[src/rtl/ctrl_seq_pkg.sv]
// Shared definitions for the control sequencer: opcodes, FSM state type and
// the flag-select width helper.
package ctrl_seq_pkg;

    localparam int INSTR_W_DEF = 9;
    localparam int OP_W_DEF    = 3;

    localparam logic [2:0] opCEQ   = 3'b001;
    localparam logic [2:0] opCLT   = 3'b010;
    localparam logic [2:0] opOTHER = 3'b011;
    localparam logic [2:0] opHALT  = 3'b111;

    typedef enum logic [1:0] {
        RUN   = 2'd0,
        FLUSH = 2'd1,
        HALT  = 2'd2
    } ctrl_state_t;

    function automatic int fsel_width(input int n);
        return (n <= 2) ? 1 : $clog2(n);
    endfunction

endpackage

[src/rtl/ctrl_seq_flag_bank.sv]
// Bank of single-bit compare flags; one flag written per cycle when we is high.
module ctrl_flag_bank
    import ctrl_seq_pkg::*;
#(
    parameter int NUM_FLAGS = 2,
    parameter int SEL_W     = 1
) (
    input  logic                 Clk,
    input  logic                 Reset,
    input  logic                 we,
    input  logic [SEL_W-1:0]     sel,
    input  logic                 d,
    output logic [NUM_FLAGS-1:0] q
);

    always_ff @(posedge Clk) begin
        if (Reset) begin
            q <= '0;
        end else begin
            for (int i = 0; i < NUM_FLAGS; i++) begin
                if (we && (int'(sel) == i)) begin
                    q[i] <= d;
                end
            end
        end
    end

endmodule

[src/rtl/ctrl_seq.sv]
// Control sequencer: compare-flag bank, branch decision, post-branch flush
// window and sticky halt. Optional taken-branch counter under CTRL_BRCOUNT_EN.
module ctrl_seq
    import ctrl_seq_pkg::*;
#(
    parameter int INSTR_W   = INSTR_W_DEF,
    parameter int OP_W      = OP_W_DEF,
    parameter int NUM_FLAGS = 2,
    parameter int BR_DELAY  = 1
) (
    input  logic                 Clk,
    input  logic                 Reset,
    input  logic [INSTR_W-1:0]   Instruction,
    input  logic                 instr_valid,
    input  logic                 FLAG_IN,
    output logic                 branch_en,
    output logic                 flag_write,
    output logic                 flush,
    output logic                 halt,
    output logic [NUM_FLAGS-1:0] flags_q,
`ifdef CTRL_BRCOUNT_EN
    output logic [15:0]          br_count,
`endif
    output ctrl_state_t          dbg_state_o
);

    localparam int FSEL_W = fsel_width(NUM_FLAGS);

    logic [OP_W-1:0]          op;
    logic [FSEL_W-1:0]        fsel;
    logic [(1<<FSEL_W)-1:0]   flags_pad;
    logic                     act;
    logic                     sel_ok;
    logic                     unused_instr;
    ctrl_state_t              state_q, state_d;
    logic [1:0]               cnt_q, cnt_d;

    assign op           = Instruction[INSTR_W-1 -: OP_W];
    assign fsel         = Instruction[FSEL_W-1:0];
    assign unused_instr = ^Instruction;

    // An instruction is acted on only when instr_valid is high in RUN and
    // Reset is low; there is no back-pressure, the fetch side never stalls.
    always_comb begin
        flags_pad                  = '0;
        flags_pad[NUM_FLAGS-1:0]   = flags_q;
        act        = instr_valid && (state_q == RUN) && !Reset;
        sel_ok     = int'(fsel) < NUM_FLAGS;
        flag_write = act && sel_ok &&
                     ((op == OP_W'(opCEQ)) || (op == OP_W'(opCLT)));
        branch_en  = act && sel_ok && (op == OP_W'(opOTHER)) && flags_pad[fsel];
    end

    always_comb begin
        state_d = state_q;
        cnt_d   = cnt_q;
        case (state_q)
            RUN: begin
                if (act && (op == OP_W'(opHALT))) begin
                    state_d = HALT;
                end else if (branch_en && (BR_DELAY > 0)) begin
                    state_d = FLUSH;
                    cnt_d   = 2'(BR_DELAY - 1);
                end
            end
            FLUSH: begin
                if (cnt_q == 2'd0) begin
                    state_d = RUN;
                end else begin
                    cnt_d = cnt_q - 2'd1;
                end
            end
            HALT:    state_d = HALT;
            default: state_d = RUN;
        endcase
    end

    always_ff @(posedge Clk) begin
        if (Reset) begin
            state_q <= RUN;
            cnt_q   <= 2'd0;
        end else begin
            state_q <= state_d;
            cnt_q   <= cnt_d;
        end
    end

    assign flush       = (state_q == FLUSH);
    assign halt        = (state_q == HALT);
    assign dbg_state_o = state_q;

    ctrl_flag_bank #(
        .NUM_FLAGS (NUM_FLAGS),
        .SEL_W     (FSEL_W)
    ) u_flag_bank (
        .Clk   (Clk),
        .Reset (Reset),
        .we    (flag_write),
        .sel   (fsel),
        .d     (FLAG_IN),
        .q     (flags_q)
    );

`ifdef CTRL_BRCOUNT_EN
    logic [15:0] br_count_q;

    always_ff @(posedge Clk) begin
        if (Reset) begin
            br_count_q <= 16'd0;
        end else if (branch_en && (br_count_q != 16'hFFFF)) begin
            br_count_q <= br_count_q + 16'd1;
        end
    end

    assign br_count = br_count_q;
`endif

endmodule
[config.mk]
export PLATFORM = sky130hd
export DESIGN_NAME = ctrl_seq
export DESIGN_NICKNAME = d
export VERILOG_FILES = /design/src/rtl/ctrl_seq_pkg.sv /design/src/rtl/ctrl_seq_flag_bank.sv /design/src/rtl/ctrl_seq.sv
export SDC_FILE = /design/constraint.sdc
export NUM_CORES = 1
export LEC_CHECK = 0
export CAP_MARGIN = 15
export CORE_AREA = 2 2 39 41
export DETAILED_ROUTE_END_ITERATION = 8
export DIE_AREA = 0 0 41 43
export PLACE_DENSITY = 0.6
export RECOVER_POWER = 25
export SLEW_MARGIN = 20
export SYNTH_ARGS = -nofsm -noshare
export SYNTH_HDL_FRONTEND = slang
export SYNTH_SLANG_ARGS = --single-unit
[constraint.sdc]
create_clock -name Clk -period 3.85 [get_ports Clk]
set_clock_uncertainty 0.2 [all_clocks]
set_input_delay 0.5775 -clock Clk [delete_from_list [all_inputs] [get_ports Clk]]
set_output_delay 0.5775 -clock Clk [all_outputs]
set_load 0.05 [all_outputs]
==> impl_metrics.py <==
metrics = {
    "route": {
        "drt_drc_violations_left": 0,
        "via_per_inst": 4.435,
        "drt-total-wl_um": 707,
        "vias": 306,
        "routedWlPerCell_um": 10.25,
        "dr.pass1.iters": 3,
        "first_iter_violations": 8,
        "ant_nets": 0,
    },
    "setup_path": {
        "crit_path_start_kind": "primary input",
        "end_kind": "output pin",
        "crit_start": "instr_valid",
        "reg2reg_from": "dbg_state_o[1]$_SDFFE_PP0P_",
        "critical_path_class": "primary input to output pin",
        "reg2reg_depth": 4,
        "arrival_ns": 2.53,
        "cp_max_fo": 4,
        "crit_required_ns": 3.07,
    },
    "job": {
        "drv_cap": 0,
    },
    "place": {
        "dpl_cell_area_um2": 514.2,
        "hpwl_um": 518.6,
        "place_congestion": 0.6298,
        "port_buffers": 15,
        "placed_cells": 66,
    },
    "cells_and_area": {
        "drive_gt1_share_pct": 16.98,
        "diodes": 0,
        "area_delta_synth_final_pct": 56.46,
        "fin_nets": 69,
        "layout.cells.non_filler": 69,
        "final_cell_area_um2": 530.5,
    },
    "clocking": {
        "clk_pin_slew_worst_paths_ns": 0.05,
        "numCtsBuffers": 3,
        "cts_sinks": 6,
        "htreeDepth": 1,
        "clockBufferDepth": 2,
        "postCtsSetupBuffers": 0,
        "clockRootBuffer": "clkbuf_4",
        "worstSkewPairLatency_ns": 0.24,
        "cts_tree": "built",
        "hold_buffers": 0,
        "cts_resized": 0,
    },
    "worst_hold_path": {
        "min_path_type": "flop to flop",
        "hold_start": "u_flag_bank.q[0]$_SDFFE_PP0P_",
        "holdPathStages": 2,
    },
    "synthesis": {
        "synth.net_count": 48,
        "avgSynthCellArea_um2": 9.973,
        "yosysWarnings": 0,
        "ys_ff_latch": 6,
        "syn_area_um2": 339.1,
        "synth_cell_type_count": 23,
        "ys_seq_area_share_pct": 35.42,
        "synth_cells": 34,
    },
    "timing": {
        "worst_slew_pin_slew_ns": 0.5225,
        "drv_slew": 0,
        "setup_violations": 0,
        "fin_crit_ns": 3.306,
        "rsz0062_at_grt": "no",
        "fmax_ghz": 0.3024,
        "tns_ns": 0,
        "holdWs_ns": 0.2809,
        "final-hold-violation-count": 0,
        "slew_headroom_pct": 64.67,
        "finalCritPeriodShare_pct": 85.88,
    },
    "global_routing": {
        "grt.total_usage_pct": 10.28,
        "grt_pass1_vias": 282,
        "grt_max_degree": 9,
        "grt_pass1_wl_um": 1186,
        "overflow": 0,
        "antenna_found_initial": 0,
    },
    "floorplanning": {
        "rows": 14,
        "start_util_pct": 24.50,
        "die_height_um": 43,
        "dieArea_um2": 1763,
        "core_um2": 1384,
        "die_w_um": 41,
        "io_pins": 21,
    },
    "outcome": {
        "outcome": "finished clean",
    },
    "pwr": {
        "powerDensity_nw_per_um2": 277.3,
        "p_leak_nw": 0.2083,
        "finalPower_mw": 0.1471,
        "peakVddDrop_mv": 0.1229,
    },
}
[metrics by stage]
stage	utilization (%)	setup WS, ns
floorplan	-	1.505
global placement	37.16	0.6895
detailed placement	37.16	0.6951
CTS	38.79	0.6855
global route	38.34	0.3610
finish	38.34	0.5436
[registers in the layout, indices dropped and copies added (netlist names)]
register and flops:
cnt_q 2, dbg_state_o 2, u_flag_bank.q 2
[cell usage after synthesis (all sizes together)]
cell type  number  area, µm²
dfxtp           6      120.1
inv             3      11.26
mux2i           3      30.03
nand2b          2      12.51
nand3b          2      15.01
a21oi           1      5.000
a41oi           1      8.760
and2b           1      7.510
and3b           1      8.760
and4bb          1      12.51
clkinv          1      5.000
ha              1      12.51
nand2           1      3.750
nand4b          1      8.760
nor2b           1      6.260
nor3            1      5.000
nor4b           1      15.01
o21ai           1      5.000
o32ai           1      8.760
or3             1      6.260
or3b            1      8.760
or4b            1      13.76
xor2            1      8.760
[area by class of cell]
| type | instances | area [µm²] |
|---|---|---|
| clock buffers | 3 | 22.52 |
| multi-input cells | 24 | 196.4 |
| repair buffers | 16 | 155.1 |
| flip-flops and latches | 6 | 120.1 |
| well taps | 16 | 20.02 |
| fillers | 155 | 853.3 |
| inverters | 4 | 16.27 |
[where the power goes]
| part | switching [mW] | leakage, nW | internal, mW | total [mW] |
|---|---|---|---|---|
| registers | 0.000840 | 0.0485 | 0.0632 | 0.0641 |
| clock network | 0.0224 | 0.0138 | 0.0352 | 0.0576 |
| logic | 0.0122 | 0.146 | 0.0132 | 0.0254 |
| total | 0.0355 | 0.208 | 0.112 | 0.147 |
[cell usage in the layout, fill, tap and decap left out, types with 2 or more instances in the layout]
master	n
buf_4	2
mux2i_1	3
nand2b_1	2
clkdlybuf4s50_1	13
clkbuf_4	3
nand3b_1	2
inv_1	3
dfxtp_1	6
[logic make-up after synthesis]
family,share of synthesized area [%]
and+or+nand+nor,36.53
DFF,35.43
AOI/OAI and AO/OA,8.116
buffers and inverters,4.795
muxes,8.856
xor gates and xnor gates,2.583
adders and majority gates,3.689
[final timing paths]
kind | to | slack, ns
worst max register to register | cnt_q[0]$_SDFFE_PP0P_ | 1.99
worst min register to register | u_flag_bank.q[0]$_SDFFE_PP0P_ | 0.28
worst min-delay path | u_flag_bank.q[0]$_SDFFE_PP0P_ | 0.28
worst max-delay path | flag_write | 0.54
[layer usage]
metal / GRT usage, % / wire, µm / vias up
li1: - / - / 162
met4: 8.000 / 0 / 0
met2: 14.06 / 339 / 11
met3: 3.665 / 61 / 0
met5: 0 / 0 / -
met1: 12.38 / 306 / 133
[critical path, cell delays in order]
cell and delay [ns]:
clkdlybuf4s50_1 0.47, nor4b_1 0.45, and3b_1 0.24, clkdlybuf4s50_1 0.79
Power figures use the tool's default switching activity.
